$ cat config.mk
export PLATFORM = sky130hd
export DESIGN_NAME = color_seq_gen_flat
export DESIGN_NICKNAME = d
export VERILOG_FILES = /design/src/rtl/color_seq_gen_if.sv /design/src/rtl/color_seq_gen.sv /design/src/flat_wrapper.sv
export SDC_FILE = /design/constraint.sdc
export NUM_CORES = 1
export LEC_CHECK = 0
export CORE_ASPECT_RATIO = 1.25
export CORE_MARGIN = 2
export CORE_UTILIZATION = 65
export CTS_BUF_LIST = sky130_fd_sc_hd__clkbuf_4 sky130_fd_sc_hd__clkbuf_8
export DETAILED_ROUTE_END_ITERATION = 6
export DONT_BUFFER_PORTS = 1
export GPL_ROUTABILITY_DRIVEN = 0
export PLACE_DENSITY = 0.93
export SYNTH_ARGS = -nofsm -noshare
export SYNTH_HDL_FRONTEND = slang
export SYNTH_SLANG_ARGS = --single-unit
export TNS_END_PERCENT = 20
$ cat constraint.sdc
create_clock -name clock -period 2.3 [get_ports clock]
set_input_delay 0.46 -clock clock [delete_from_list [all_inputs] [get_ports clock]]
set_output_delay 0.46 -clock clock [all_outputs]
set_load 0.05 [all_outputs]
$ cat src/rtl/color_seq_gen_if.sv
// Request/colour handshake between the game FSM (master) and the colour source (slave).
interface color_seq_gen_if;
  logic       pulseSeq;
  logic [3:0] colorSeq;
  logic       colorPronto;
  logic [5:0] genCount;

  modport master (
    output pulseSeq,
    input  colorSeq,
    input  colorPronto,
    input  genCount
  );

  modport slave (
    input  pulseSeq,
    output colorSeq,
    output colorPronto,
    output genCount
  );
endinterface

$ cat src/rtl/color_seq_gen.sv
// Pseudo-random colour source: a free-running 16-bit LFSR is sampled on each request, limited
// against long runs of one colour, and presented with a fixed-width registered pronto pulse.
module color_seq_gen #(
  parameter logic [15:0] SEED          = 16'hACE1,
  parameter int unsigned PRONTO_CYCLES = 2,
  parameter int unsigned MAX_REPEAT    = 2
) (
  input logic             clock,
  input logic             reset,
  color_seq_gen_if.slave  bus
);

  typedef enum logic [1:0] {StIdle, StGen, StReady, StRelease} state_e;

  localparam logic [3:0] ProntoLast = 4'(PRONTO_CYCLES - 1);
  localparam logic [2:0] MaxRep     = 3'(MAX_REPEAT);

  state_e      state_q, state_d;
  logic [15:0] lfsr_q, lfsr_d;
  logic [1:0]  last_idx_q, last_idx_d;
  logic [2:0]  rep_cnt_q, rep_cnt_d;
  logic [3:0]  dwn_q, dwn_d;
  logic [3:0]  color_q, color_d;
  logic        pronto_q, pronto_d;
  logic [5:0]  gen_cnt_q, gen_cnt_d;
  logic [1:0]  cand_idx, gen_idx;
  logic        fb;

  function automatic logic [3:0] enc(input logic [1:0] idx);
    return {2'b00, idx} + 4'd1;
  endfunction

  // LFSR advance every clock; a zero state (unreachable in practice) reloads the seed.
  always_comb begin
    fb     = lfsr_q[15] ^ lfsr_q[13] ^ lfsr_q[12] ^ lfsr_q[10];
    lfsr_d = (lfsr_q == 16'h0000) ? SEED : {lfsr_q[14:0], fb};
  end

  // Repeat limiter: bump the candidate when it would extend a run already at the limit.
  always_comb begin
    cand_idx = lfsr_q[1:0];
    gen_idx  = cand_idx;
    if ((cand_idx == last_idx_q) && (rep_cnt_q == MaxRep)) begin
      gen_idx = cand_idx + 2'd1;
    end
  end

  // FSM state register.
  always_ff @(posedge clock or posedge reset) begin
    if (reset) begin
      state_q <= StIdle;
    end else begin
      state_q <= state_d;
    end
  end

  // FSM next state; RELEASE waits for the request to drop so a held level yields one colour.
  always_comb begin
    state_d = state_q;
    unique case (state_q)
      StIdle:    if (bus.pulseSeq) state_d = StGen;
      StGen:     state_d = StReady;
      StReady:   if (dwn_q == 4'd0) state_d = StRelease;
      StRelease: if (!bus.pulseSeq) state_d = StIdle;
      default:   state_d = StIdle;
    endcase
  end

  // FSM outputs and datapath next values; pronto and genCount are registered one stage
  // behind READY, so genCount steps on the same edge that pronto falls.
  always_comb begin
    color_d    = color_q;
    last_idx_d = last_idx_q;
    rep_cnt_d  = rep_cnt_q;
    dwn_d      = dwn_q;
    gen_cnt_d  = gen_cnt_q;
    pronto_d   = (state_q == StReady);
    unique case (state_q)
      StGen: begin
        color_d    = enc(gen_idx);
        last_idx_d = gen_idx;
        rep_cnt_d  = (gen_idx == last_idx_q) ? rep_cnt_q + 3'd1 : 3'd1;
        dwn_d      = ProntoLast;
      end
      StReady: begin
        if (dwn_q != 4'd0) dwn_d = dwn_q - 4'd1;
      end
      default: ;
    endcase
    if (pronto_q && !pronto_d) begin
      gen_cnt_d = gen_cnt_q + 6'd1;
    end
  end

  // Datapath and output registers.
  always_ff @(posedge clock or posedge reset) begin
    if (reset) begin
      lfsr_q     <= SEED;
      last_idx_q <= 2'd0;
      rep_cnt_q  <= 3'd0;
      dwn_q      <= 4'd0;
      color_q    <= 4'b0000;
      pronto_q   <= 1'b0;
      gen_cnt_q  <= 6'd0;
    end else begin
      lfsr_q     <= lfsr_d;
      last_idx_q <= last_idx_d;
      rep_cnt_q  <= rep_cnt_d;
      dwn_q      <= dwn_d;
      color_q    <= color_d;
      pronto_q   <= pronto_d;
      gen_cnt_q  <= gen_cnt_d;
    end
  end

  assign bus.colorSeq    = color_q;
  assign bus.colorPronto = pronto_q;
  assign bus.genCount    = gen_cnt_q;

endmodule

$ cat src/flat_wrapper.sv
// flat-port wrapper written by rule: the top's interface ports become plain ports
module color_seq_gen_flat 
#(
  parameter logic [15:0] SEED          = 16'hACE1,
  parameter int unsigned PRONTO_CYCLES = 2,
  parameter int unsigned MAX_REPEAT    = 2
)
  (clock, reset, bus_pulseSeq, bus_colorSeq, bus_colorPronto, bus_genCount);
  color_seq_gen_if bus_i ();
  input logic clock;
  input logic reset;
  input wire logic [$bits(bus_i.pulseSeq)-1:0] bus_pulseSeq;
  output wire logic [$bits(bus_i.colorSeq)-1:0] bus_colorSeq;
  output wire logic [$bits(bus_i.colorPronto)-1:0] bus_colorPronto;
  output wire logic [$bits(bus_i.genCount)-1:0] bus_genCount;
  assign bus_i.pulseSeq = bus_pulseSeq;
  assign bus_colorSeq = bus_i.colorSeq;
  assign bus_colorPronto = bus_i.colorPronto;
  assign bus_genCount = bus_i.genCount;
  color_seq_gen #(.SEED(SEED), .PRONTO_CYCLES(PRONTO_CYCLES), .MAX_REPEAT(MAX_REPEAT)) u_core (.clock(clock), .reset(reset), .bus(bus_i));
endmodule
== Word level (Yosys, flattened, before mapping) ==
Cells that the tools add are included.

* Add/subtract/negate cells: 5
* Eq/ne operators: 10
* Muxes and demuxes: 9
* Bitwise logic cells: 3
* Reduce and logical (&&, ||, !) cells: 10

{| class="wikitable"
|+ Operators by type and width
! kind !! count
|-
| 16-bit logical NOT || 1
|-
| 16-bit 2-to-1 mux || 1
|-
| 2-bit 2-to-1 mux || 4
|-
| 2-bit != test (second input constant) || 4
|-
| 2-bit one-hot mux with 4 select lines || 1
|-
| 4-bit one-hot mux with 2 select lines || 1
|-
| 6-bit by 1-bit adder with 6-bit output (second input constant) || 1
|-
| 2-bit equality test || 2
|-
| 2-bit equality test (second input constant) || 2
|-
| 4-bit logical NOT || 1
|-
| 4-bit 2-to-1 mux || 1
|-
| 4-bit nonzero test || 1
|-
| 4-bit by 1-bit subtractor with 4-bit output (second input constant) || 1
|-
| 2-bit by 1-bit adder with 3-bit output (second input constant) || 1
|-
| 3-bit by 1-bit adder with 3-bit output (second input constant) || 1
|-
| 3-bit by 2-bit equality test with 1-bit output (second input constant) || 1
|-
| 3-bit 2-to-1 mux || 1
|-
| 3-bit AND reduction || 1
|-
| 1-bit bitwise XOR || 3
|-
| 2-bit by 1-bit adder with 2-bit output (second input constant) || 1
|-
| 2-bit by 1-bit equality test with 1-bit output (second input constant) || 1
|-
| 1-bit logical AND || 2
|-
| 2-bit logical NOT || 1
|-
| 2-bit AND reduction || 1
|-
| other kinds (2) || 2
|}

* Register bits: 38
* Input port bits: 3
* Output and inout port bits: 11
* Word-level logic and storage cells: 45

== Depth between registers and ports, before layout ==
Gate-level depths: netlist (run 1).

* Word-level depth: 5
* Mapped depth: 8

== Least setup slack after synthesis (run 1) ==
OpenSTA, ideal clock, no wires.

* Path type: flip-flop to flip-flop
* Start point: reg u_core.lfsr_q[0]
* End point: reg u_core.color_q[1] (netlist: u_core.bus.colorSeq[1])
* Setup time: 125 ps
* Arrival time: 1678 ps
* Data required time: 2175 ps
* Path slack: 497 ps
* Stages on the path, launching flop included: 7
* Period minus slack after synthesis: 1803 ps
* Cell sequence: dfstp_2 > inv_1 > ha_1 > o21ai_0 > o21ai_0 > ha_1 > mux2_2

* Word-level cells in the longest chain between the ends: 4
* Elaborated cells on any way between the ends: 5
* Classes of those cells: add/sub (2); eq/ne (1); mux (1); reduce/logical (1)

{| class="wikitable"
|+ RTL lines
! item !! RTL line !! text
|-
| start, declared || color_seq_gen.sv:19 || <nowiki>logic [15:0] lfsr_q, lfsr_d;</nowiki>
|-
| start signal, assigned || color_seq_gen.sv:106 || <nowiki>lfsr_q <= lfsr_d;</nowiki>
|-
| branches (longest 2 deep; another with 2-bit by 1-bit adder with 2-bit output) || n/a ||
|-
| 2-bit 2-to-1 mux * || color_seq_gen.sv:43 || <nowiki>if ((cand_idx == last_idx_q) && (rep_cnt_q == MaxRep)) begin</nowiki>
|-
| named net u_core.gen_idx[1] || color_seq_gen.sv:26 || <nowiki>logic [1:0] cand_idx, gen_idx;</nowiki>
|-
| 2-bit by 1-bit adder with 3-bit output * || color_seq_gen.sv:30 || <nowiki>return {2'b00, idx} + 4'd1;</nowiki>
|-
| end signal, assigned || color_seq_gen.sv:110 || <nowiki>color_q <= color_d;</nowiki>
|-
| end, declared || color_seq_gen.sv:23 || <nowiki>logic [3:0] color_q, color_d;</nowiki>
|}

Mark *: on every way through the listed nets, which the timed path passes.
A chain may end at the register's enable or synchronous reset.

== Worst setup path after layout (run 1) ==
* Start point: reg u_core.rep_cnt_q[0]
* End point: reg u_core.color_q[1] (netlist: u_core.bus.colorSeq[1])

* Word-level cells in the longest chain between the ends: 4

{| class="wikitable"
|+ RTL lines
! item !! RTL line !! text
|-
| start, declared || color_seq_gen.sv:21 || <nowiki>logic [2:0] rep_cnt_q, rep_cnt_d;</nowiki>
|-
| start signal, assigned || color_seq_gen.sv:108 || <nowiki>rep_cnt_q <= rep_cnt_d;</nowiki>
|-
| 3-bit by 2-bit equality test with 1-bit output || color_seq_gen.sv:43 ||
|-
| 1-bit logical AND || color_seq_gen.sv:43 ||
|-
| 2-bit 2-to-1 mux || color_seq_gen.sv:43 ||
|-
| named net u_core.gen_idx[1] || color_seq_gen.sv:26 ||
|-
| 2-bit by 1-bit adder with 3-bit output || color_seq_gen.sv:30 ||
|}

The timed path passes the listed nets, and every way through them passes these cells.

==> flow_summary.rst, run 1 <==
.. list-table::
   :header-rows: 1

   * - Metric
     - Value
   * - Hold WC Path Type
     - in2async
   * - Max IR drop VDD
     - between 1000 and 1500 uV
   * - Kind of cell adding the most delay to the critical path
     - adder cells
   * - Vias post-DR
     - 990
   * - Endpoint class of the critical path
     - register
   * - FP Rows
     - 20
   * - Slowest stage delay, CP
     - around 0.43 ns
   * - Core area
     - around 2500 sq um
   * - Share of post-route cells with drive strength above 1
     - ~18%
   * - Die span in y
     - between 60 and 70 um
   * - Largest net degree at the start of global routing
     - 38
   * - Max-cap viol count
     - 0
   * - Warning count from the yosys run
     - 0
   * - Routed via count divided by cell count
     - ~5.5
   * - Clock tree skew after final layout
     - approximately 0.012 ns
   * - Count of final setup violators
     - 0
   * - RSZ-0062 raised after global routing
     - false
   * - Vias in the first global route
     - 1072
   * - Data arrival time of the critical path
     - 2.24 ns
   * - Number of standard cells after synthesis
     - between 100 and 150
   * - DIE WIDTH
     - 49.4 um
   * - Final antenna-violating net count
     - 0
   * - Highest achievable clock rate
     - approximately 500 MHz
   * - TritonCTS clock tree
     - yes
   * - Cell taking the most area after synthesis
     - dfrtp_1
   * - Worst path cell trace
     - inv_1 > ha_1 > nor2b_1 > nand2_1 > o21ai_0 > o21ai_0 > ha_1 > mux2_2
   * - Initial antenna violation count
     - 0
   * - Buffer count from post-CTS setup fixing
     - 0
   * - Buffer and inverter count on the worst path
     - 1
   * - Final cell count without fillers
     - 180
   * - Period utilisation layout
     - ~87%
   * - Depth of the critical timing path with buffers and inverters included
     - 8
   * - Run status
     - finished clean
   * - Placed instance count
     - about 170
   * - Initial core utilization
     - 68.4%
   * - Hold bufs inserted after CTS
     - 0
   * - Maximum fanout along the worst path
     - 4
   * - 1st-pass router iterations
     - 4
   * - EDFF count, synth
     - 0
   * - Final critical delay including setup and external delays
     - between 1.5 and 2 ns
   * - HPWL Detailed
     - ~1.8 mm
   * - Number of clock buffers inserted by TritonCTS
     - 5
   * - Clock latency at the later pin of the worst-skew pair
     - between 0.3 and 0.4 ns
   * - Post-synthesis register bit count
     - 37
   * - Nets@finish
     - between 150 and 200
   * - Transition time at the pin with the least slew margin
     - between 0.5 and 0.6 ns
   * - All-Layer GR Usage
     - 20.5%
   * - TritonCTS Sinks
     - 37
   * - Total Routed Length
     - 2.56 mm
   * - Length in cells of the worst reg-to-reg path
     - 8
   * - Class of the most critical setup path
     - reg2reg
   * - Total standard cell area after synthesis
     - ~1700 sq um
   * - Leakage power summed over all cells
     - between 0.8 and 0.9 nW
   * - Area added between synthesis and finish
     - 4.55%
   * - Number of top-level design ports
     - 14
   * - # DRC
     - 0
   * - H-tree depth reported by CTS
     - 2
   * - Share of synthesized area occupied by flip-flops and latches
     - 55.8%
   * - Total congestion overflow after global routing
     - 0
   * - Category of the worst setup path launch point
     - register
   * - Sum of negative setup slack
     - 0 ns
   * - Final slew viol count
     - 0
   * - Number of buffers between clock root and the deepest sink
     - 2
   * - Top-count cell post-synth
     - dfrtp_1
   * - Power per cell area
     - between 1000 and 1500 nW/um^2
   * - Synthesized area per cell
     - 11.5 sq um
   * - Die Area
     - 3010 sq um
   * - Resize count post-CTS
     - 0
   * - Count of different cell masters after synthesis
     - 34
   * - Slowest stage cell on the critical path
     - dfrtp_1
   * - Mapped Nets
     - between 150 and 200
   * - Most instantiated flip-flop cell in the synthesis netlist
     - dfrtp_1
   * - Clock edge transition at the registers on the reported setup and hold paths
     - between 0.1 and 0.15 ns
   * - Wire length of the first global-routing pass
     - about 4.5 mm
   * - Top post-synthesis cells by area
     - dfrtp_1 (43%), dfstp_2 (13%), ha_1 (8.2%), mux2_2 (4.0%), nand2b_1 (3.7%)
   * - Initial drt markers
     - 21
   * - Remaining max-slew budget at the tightest pin
     - between 60% and 70%
   * - Routed wirelength normalized by instance count
     - approximately 14 um
   * - Final hold violation count
     - 0
   * - Port Buf Inserts
     - 0
   * - Portion of synthesized cell area occupied by the leading cell type
     - a little over two fifths
   * - Async set-or-reset flop fraction in the synthesized netlist
     - 100%
   * - Commonest cells in the netlist
     - dfrtp_1 (29), ha_1 (11), inv_1 (11)
   * - Critical Path RT
     - around 2.6 ns
   * - Root Buffer Master
     - clkbuf_4
   * - Antenna diode instance count
     - 0
==> power breakdown <==
| group | internal (mW) | switching, mW | total [mW] |
|---|---|---|---|
| Clock | 0.121 | 0.233 | 0.354 |
| Combinational | 0.295 | 0.343 | 0.637 |
| Sequential | 0.812 | 0.392 | 1.20 |
| Total | 1.23 | 0.968 | 2.20 |
==> stage by stage <==
| stage | hold slack (ns) | utilization (%) | power [mW] | worst slack, ns | cell area (sq um) |
|---|---|---|---|---|---|
| floorplan | 0.430 | - | 1.71 | 0.497 | 1680 |
| global placement | 0.365 | 69.1 | 1.79 | 0.453 | 1700 |
| detailed placement | 0.368 | 69.1 | 1.86 | 0.329 | 1700 |
| CTS | 0.0677 | 71.5 | 2.22 | 0.305 | 1750 |
| global route | 0.107 | 71.5 | 2.34 | 0.128 | 1750 |
| finish | 0.0730 | 71.5 | 2.20 | 0.305 | 1750 |
==> cell families (layout without fill, tap and decap cells) <==
group	after synthesis	count (layout)	share of synthesized area [%]
AND/OR/NAND/NOR	44	44	15.2
AO/OA/AOI/OAI	14	14	4.77
flip-flops	37	37	55.8
adder cells (fa/ha/maj)	11	11	8.20
XOR/XNOR	10	10	5.22
other	1	1	0.223
buffers and inverters	20	21	4.77
multiplexers	9	9	5.82
==> path summary, 6_finish.rpt <==
path,slack (ns),end,from
worst max-delay path,0.31,u_core.bus.colorSeq[1],u_core.rep_cnt_q[0]
worst min-delay path,0.07,u_core.state_q[0],reset
worst max register to register,0.31,u_core.bus.colorSeq[1],u_core.rep_cnt_q[0]
worst min register to register,0.40,u_core.lfsr_q[4],u_core.lfsr_q[3]
max in group asynchronous,1.89,u_core.lfsr_q[5],reset
min in group clock,0.38,u_core.state_q[0],bus_pulseSeq
==> layout by cell type, fill, tap and decap left out, types with 2 or more instances in the layout <==
| master | instances |
|---|---|
| inv_1 | 11 |
| nor2_1 | 7 |
| buf_4 | 2 |
| mux2_2 | 6 |
| dfrtp_1 | 29 |
| and3_1 | 3 |
| xor2_1 | 5 |
| dfstp_2 | 8 |
| a21oi_1 | 3 |
| nand2b_1 | 10 |
| nand3_1 | 2 |
| xnor2_1 | 5 |
| mux2i_1 | 3 |
| nand4_1 | 2 |
| nor4_1 | 3 |
| clkbuf_4 | 5 |
| nand2_1 | 6 |
| o21ai_0 | 7 |
| and2_1 | 3 |
| ha_1 | 11 |
==> flip-flops by register name, summed over array words and instances (netlist names) <==
signal	flops
u_core.last_idx_q	2
u_core.rep_cnt_q	3
u_core.dwn_q	4
u_core.state_q	2
u_core.bus.genCount	6
u_core.bus.colorPronto	1
u_core.lfsr_q	16
u_core.bus.colorSeq	3
==> layer usage <==
layer  GRT usage (%)  vias up  part of all wire, %
li1                -      476                    -
met2            39.0       15                   56
met4            9.52        0                  1.4
met3            7.39        3                  3.7
met5               0        -                    0
met1            20.1      496                   39
==> final cells by class <==
| type | count | area [sq um] |
|---|---|---|
| sequential | 37 | 936 |
| fill | 205 | 698 |
| multi-input combinational | 89 | 662 |
| inverter | 11 | 41.3 |
| tap | 33 | 41.3 |
| clock buffer | 5 | 37.5 |
| clock inverter | 3 | 21.3 |
| timing repair buffer | 2 | 15.0 |
No activity file was read; power rests on OpenSTA's default activity.
==> run 2: changes to the inputs <==
--- a/config.mk
+++ b/config.mk
@@ -12,7 +12,7 @@
 export DETAILED_ROUTE_END_ITERATION = 6
 export DONT_BUFFER_PORTS = 1
 export GPL_ROUTABILITY_DRIVEN = 0
-export PLACE_DENSITY = 0.93
+export PLACE_DENSITY = 0.81
 export SYNTH_ARGS = -nofsm -noshare
 export SYNTH_HDL_FRONTEND = slang
 export SYNTH_SLANG_ARGS = --single-unit
==> run 2 against run 1 <==
Effect of this change: register-to-register slack got worse by 0.08 ns; combinational power about the same; worst setup slack worse by 0.076 ns; sequential share of layout area decreased by 0.23 points; total power is 1.1% higher; worst hold slack gained 0.0080 ns; utilization increased by 0.31 points; count of clock-buffer cells in the layout up 3; sequential power about the same; via count fell by 1.4%.
==> flow_summary.rst, run 2 (synthesis results as in run 1) <==
.. list-table::
   :header-rows: 1

   * - Metric
     - Value
   * - Count of final setup violators
     - 0
   * - Met2 layer usage reported by global route
     - between 30% and 40%
   * - Clock latency at the later pin of the worst-skew pair
     - between 0.3 and 0.4 ns
   * - Core area
     - about 2500 sq um
   * - RSZ-0062 raised after global routing
     - false
   * - Hold bufs inserted after CTS
     - 0
   * - Vias post-DR
     - ~1000
   * - Total power after layout
     - approximately 2.2 mW
   * - Buffer count from post-CTS setup fixing
     - 0
   * - Final design utilization
     - between 70% and 80%
   * - Worst Hold Margin
     - approximately 0.081 ns
   * - Vias in the first global route
     - 1053
   * - Clock share of power
     - 17.1%
   * - Total congestion overflow after global routing
     - 0
   * - Remaining max-slew budget at the tightest pin
     - 63.5%
   * - Routed via count divided by cell count
     - between 5 and 6
   * - Number of flip-flops in the largest register
     - 16
   * - Die span in y
     - just over 60 um
   * - HPWL Detailed
     - 1.74 mm
   * - Number of buffers between clock root and the deepest sink
     - 2
   * - Filler cells
     - a little under 200
   * - Sequential Power Share
     - a little over half
   * - Sum of negative setup slack
     - 0 ns
   * - Gr busiest metal
     - met2
   * - Number of clock buffers inserted by TritonCTS
     - 5
   * - Root Buffer Master
     - clkbuf_4
   * - Antenna diode instance count
     - 0
   * - Nets@finish
     - between 150 and 200
   * - Die Area
     - around 3000 sq um
   * - Met1 Resource Use GR
     - between 20% and 30%
   * - Internal Pwr Total
     - 1.28 mW
   * - TritonCTS clock tree
     - yes
   * - H-tree depth reported by CTS
     - 2
   * - Transition time at the pin with the least slew margin
     - 0.547 ns
   * - FP Rows
     - 20
   * - DIE WIDTH
     - between 40 and 50 um
   * - Switching power summed over all nets
     - approximately 940 uW
   * - Final slew viol count
     - 0
   * - Startpoint of the worst register-to-register path
     - u_core.rep_cnt_q[0]
   * - All-Layer GR Usage
     - a little over a fifth
   * - Final antenna-violating net count
     - 0
   * - TritonCTS Sinks
     - 37
   * - Most common library cell in the layout ignoring fill and taps
     - dfrtp_1
   * - # DRC
     - 0
   * - Most frequent cells in the layout
     - dfrtp_1 (29), inv_1 (11), ha_1 (11), nand2b_1 (10), dfstp_2 (8)
   * - Initial antenna violation count
     - 0
   * - Largest reg by FF count
     - u_core.lfsr_q
   * - 1st-pass router iterations
     - 4
   * - Resize count post-CTS
     - 0
   * - Run status
     - finished clean
   * - Clock edge transition at the registers on the reported setup and hold paths
     - ~0.1 ns
   * - Share of post-route cells with drive strength above 1
     - about 18%
   * - Routed wirelength normalized by instance count
     - between 10 and 15 um
   * - Leakage power summed over all cells
     - slightly above 0.8 nW
   * - Initial core utilization
     - between 60% and 70%
   * - Initial drt markers
     - 16
   * - Period utilisation layout
     - roughly 90%
   * - Critical Path RT
     - approximately 2.5 ns
   * - Area added between synthesis and finish
     - 5.00%
   * - Combinational fraction of design power
     - between 20% and 30%
   * - Largest net degree at the start of global routing
     - 38
   * - Total Routed Length
     - between 2 and 3 mm
   * - Class of the most critical setup path
     - reg2reg
   * - Hold WC Path Type
     - in2async
   * - Endpoint class of the critical path
     - register
   * - Final critical delay including setup and external delays
     - ~2.1 ns
   * - Clock tree skew after final layout
     - 0.00580 ns
   * - Max-cap viol count
     - 0
   * - Data arrival time of the critical path
     - approximately 2.3 ns
   * - Port Buf Inserts
     - 0
   * - Max IR drop VDD
     - about 1000 uV
   * - Category of the worst setup path launch point
     - register
   * - Fraction of power spent switching nets
     - a little over two fifths
   * - Wire length of the first global-routing pass
     - 4.46 mm
   * - Timing startpoint of the critical path
     - u_core.rep_cnt_q[0]
   * - Number of top-level design ports
     - 14
   * - Power per cell area
     - approximately 1300 nW/um^2
   * - Maximum fanout along the worst path
     - 4
   * - Highest achievable clock rate
     - 483 MHz
   * - Final hold violation count
     - 0
   * - Met3 track demand over resource in global routing
     - under 10%
[run 2: cell types whose count changed in the layout (fill, tap and decap cells not counted)]
cell,before,now
clkinvlp_4,1,0
clkbuf_4,5,7
inv_6,1,0
clkinv_2,1,0
clkbuf_8,0,1
[run 2: metrics by stage]
step / std cells / setup WS [ns] / cell area, sq um
floorplan: 146 / 0.497 / 1680
finish: 180 / 0.230 / 1760
global placement: 172 / 0.457 / 1700
CTS: 180 / 0.271 / 1760
detailed placement: 172 / 0.397 / 1700
global route: 180 / 0.171 / 1760
[run 2: power by group through the flow]
stage / clock (mW) / sequential, mW / combinational (mW)
3_3_place_gp: 0 / 1.20 / 0.596
5_1_grt: 0.419 / 1.23 / 0.717
6_report: 0.379 / 1.20 / 0.638
2_1_floorplan: 0 / 1.21 / 0.498
4_1_cts: 0.395 / 1.20 / 0.643
3_5_place_dp: 0 / 1.21 / 0.642
[run 2: final timing paths]
path	end	slack [ns]	cells past startpoint
worst max-delay path	u_core.bus.colorSeq[1]	0.23	8
max in group asynchronous	u_core.lfsr_q[11]	1.86	2
worst min-delay path	u_core.bus.genCount[4]	0.08	2
worst min register to register	u_core.lfsr_q[3]	0.39	0
worst max register to register	u_core.bus.colorSeq[1]	0.23	8
min in group clock	u_core.lfsr_q[3]	0.39	0
[run 2: per-layer routing]
metal / part of all wire, % / vias up / wire length, um
li1: - / 478 / -
met1: 43 / 477 / 1100
met2: 51 / 16 / 1310
met3: 3.7 / 5 / 96
met4: 2.6 / 0 / 67
met5: 0 / - / 0
[run 2: layout make-up]
type,instances,area (sq um),area share (%)
Clock buffer,8,66.3,3.76
Inverter,11,41.3,2.34
Multi-Input combinational cell,89,662,37.6
Sequential cell,37,936,53.1
Tap cell,33,41.3,2.34
Timing Repair Buffer,2,15.0,0.852
[run 2: worst max-delay path, cell delays in order, from the launching register on]
cell	delay (ns)
dfrtp_1	0.42
inv_1	0.07
ha_1	0.15
nor2b_1	0.24
nand2_1	0.09
o21ai_0	0.23
o21ai_0	0.18
ha_1	0.32
mux2_2	0.26
==> run 3: changes to the inputs <==
--- a/config.mk
+++ b/config.mk
@@ -7,12 +7,12 @@
 export LEC_CHECK = 0
 export CORE_ASPECT_RATIO = 1.25
 export CORE_MARGIN = 2
-export CORE_UTILIZATION = 65
+export CORE_UTILIZATION = 70
 export CTS_BUF_LIST = sky130_fd_sc_hd__clkbuf_4 sky130_fd_sc_hd__clkbuf_8
 export DETAILED_ROUTE_END_ITERATION = 6
 export DONT_BUFFER_PORTS = 1
 export GPL_ROUTABILITY_DRIVEN = 0
-export PLACE_DENSITY = 0.81
+export PLACE_DENSITY = 0.86
 export SYNTH_ARGS = -nofsm -noshare
 export SYNTH_HDL_FRONTEND = slang
 export SYNTH_SLANG_ARGS = --single-unit
==> constraint.sdc (replaced) <==
create_clock -name clock -period 2.6 [get_ports clock]
set_input_delay 0.52 -clock clock [delete_from_list [all_inputs] [get_ports clock]]
set_output_delay 0.52 -clock clock [all_outputs]
set_load 0.05 [all_outputs]
==> run 3 against run 2 <==
Effect of this change: worst setup slack better by 0.45 ns; total power down 7.5%; non-clock buffer count shrank 1; clock power rose by 12%; critical path type unchanged; critical endpoint unchanged.
==> flow_summary.rst, run 3 (synthesis results as in run 1) <==
.. list-table::
   :header-rows: 1

   * - Metric
     - Value
   * - Category of the worst setup path launch point
     - register
   * - Count of final setup violators
     - 0
   * - Initial drt markers
     - 10
   * - Sequential Power Share
     - between 50% and 60%
   * - Final slew viol count
     - 0
   * - Worst reg2reg setup slack
     - 0.68 ns
   * - # DRC
     - 0
   * - Antenna diode instance count
     - 0
   * - Slowest stage delay, CP
     - 0.42 ns
   * - Switching power summed over all nets
     - roughly 840 uW
   * - Transition time at the pin with the least slew margin
     - between 0.5 and 0.6 ns
   * - Total congestion overflow after global routing
     - 0
   * - Hold WC Path Type
     - in2async
   * - Clock edge transition at the registers on the reported setup and hold paths
     - about 0.11 ns
   * - Clock tree skew after final layout
     - about 0.013 ns
   * - Slowest stage cell on the critical path
     - dfrtp_1
   * - Wire length of the first global-routing pass
     - 4.54 mm
   * - Routed wirelength normalized by instance count
     - between 10 and 15 um
   * - Maximum fanout along the worst path
     - 4
   * - Total power after layout
     - 2.05 mW
   * - Sum of negative setup slack
     - 0 ns
   * - Root Buffer Master
     - clkbuf_4
   * - Final design utilization
     - around four fifths
   * - H-tree depth reported by CTS
     - 2
   * - RSZ-0062 raised after global routing
     - false
   * - Die Area
     - about 2800 sq um
   * - TritonCTS Sinks
     - 37
   * - Number of buffers between clock root and the deepest sink
     - 2
   * - Remaining max-slew budget at the tightest pin
     - between 60% and 70%
   * - Number of clock buffers inserted by TritonCTS
     - 5
   * - Power per cell area
     - roughly 1200 nW/um^2
   * - Die span in y
     - about 59 um
   * - Highest achievable clock rate
     - 520 MHz
   * - Internal Pwr Total
     - 1.21 mW
   * - Critical Path RT
     - approximately 2.8 ns
   * - All-Layer GR Usage
     - between 20% and 30%
   * - Period utilisation layout
     - 74.0%
   * - Area added between synthesis and finish
     - 5.74%
   * - Clock share of power
     - a little over 20%
   * - Data arrival time of the critical path
     - ~2.2 ns
   * - Fraction of power spent switching nets
     - roughly two fifths
   * - Routed via count divided by cell count
     - 5.62
   * - Nets@finish
     - roughly 160
   * - Resize count post-CTS
     - 0
   * - Total Routed Length
     - roughly 2.6 mm
   * - Largest net degree at the start of global routing
     - 38
   * - Most common library cell in the layout ignoring fill and taps
     - dfrtp_1
   * - Initial core utilization
     - between 70% and 80%
   * - HPWL Detailed
     - about 1.9 mm
   * - Initial antenna violation count
     - 0
   * - Max IR drop VDD
     - 1110 uV
   * - Hold bufs inserted after CTS
     - 0
   * - FP Rows
     - 19
   * - Max-cap viol count
     - 0
   * - Clock latency at the later pin of the worst-skew pair
     - 0.34 ns
   * - Port Buf Inserts
     - 0
   * - Vias post-DR
     - slightly below 1000
   * - Number of top-level design ports
     - 14
   * - Endpoint class of the critical path
     - register
   * - Final critical delay including setup and external delays
     - 1.92 ns
   * - Worst path cell trace
     - inv_1 > ha_1 > nor2b_1 > nand2_1 > o21ai_0 > o21ai_0 > ha_1 > mux2_2
   * - Core area
     - approximately 2200 sq um
   * - Share of post-route cells with drive strength above 1
     - ~18%
   * - Largest reg by FF count
     - u_core.lfsr_q
   * - Buffer and inverter count on the worst path
     - 1
   * - Final antenna-violating net count
     - 0
   * - Buffer count from post-CTS setup fixing
     - 0
   * - Leakage power summed over all cells
     - 0.834 nW
   * - 1st-pass router iterations
     - 4
   * - Kind of cell adding the most delay to the critical path
     - adder cells
   * - Final hold violation count
     - 0
   * - Most frequent cells in the layout
     - dfrtp_1 (29), inv_1 (11), ha_1 (11), nand2b_1 (10), dfstp_2 (8)
   * - TritonCTS clock tree
     - yes
   * - Combinational fraction of design power
     - about a quarter
   * - Run status
     - finished clean
   * - Class of the most critical setup path
     - reg2reg
   * - Number of flip-flops in the largest register
     - 16
   * - DIE WIDTH
     - ~48 um
   * - Vias in the first global route
     - 1027
==> run 3: cell count changes in the layout (fill, tap and decap cells not counted), sizes merged <==
cell,before,now
bufinv,0,1
buf,2,1
clkbuf,8,7
==> run 3: power groups by stage <==
| stage | logic (mW) | clock network (mW) | registers [mW] |
|---|---|---|---|
| finish | 0.539 | 0.423 | 1.09 |
| global route | 0.615 | 0.460 | 1.12 |
| CTS | 0.544 | 0.434 | 1.09 |
| detailed placement | 0.534 | 0 | 1.11 |
| global placement | 0.484 | 0 | 1.09 |
| floorplan | 0.440 | 0 | 1.07 |
==> run 3: area by class of cell <==
cell class / instances / area, sq um
flip-flops and latches: 37 / 936
multi-input cells: 89 / 662
fillers: 131 / 460
clock buffers: 7 / 58.8
inverters: 11 / 41.3
well taps: 31 / 38.8
clock inverters: 1 / 30.0
repair buffers: 1 / 7.51
==> run 3: through the flow <==
step	area (sq um)	hold WS (ns)	worst slack, ns	std cells
after global routing	1770	0.182	0.497	177
after floorplan	1680	0.430	0.797	146
after detailed placement	1690	0.366	0.678	169
after CTS	1770	0.153	0.658	177
after global placement	1690	0.365	0.756	169
final	1770	0.164	0.677	177
==> run 3: path summary, 6_finish.rpt <==
kind,from,endpoint,cells past startpoint
setup / recovery,u_core.rep_cnt_q[0],u_core.bus.colorSeq[1],8
hold / removal,reset,u_core.bus.colorSeq[0],2
setup reg to reg,u_core.rep_cnt_q[0],u_core.bus.colorSeq[1],8
hold reg to reg,u_core.lfsr_q[3],u_core.lfsr_q[4],0
max in group asynchronous,reset,u_core.lfsr_q[5],2
min in group clock,u_core.lfsr_q[3],u_core.lfsr_q[4],0
==> run 3: per-layer routing <==
metal,wire length [um],vias to the layer above,track usage (%)
met4,61,0,12.0
met1,1090,503,28.6
met2,1390,10,37.9
met5,0,-,0
li1,-,478,-
met3,74,4,9.82
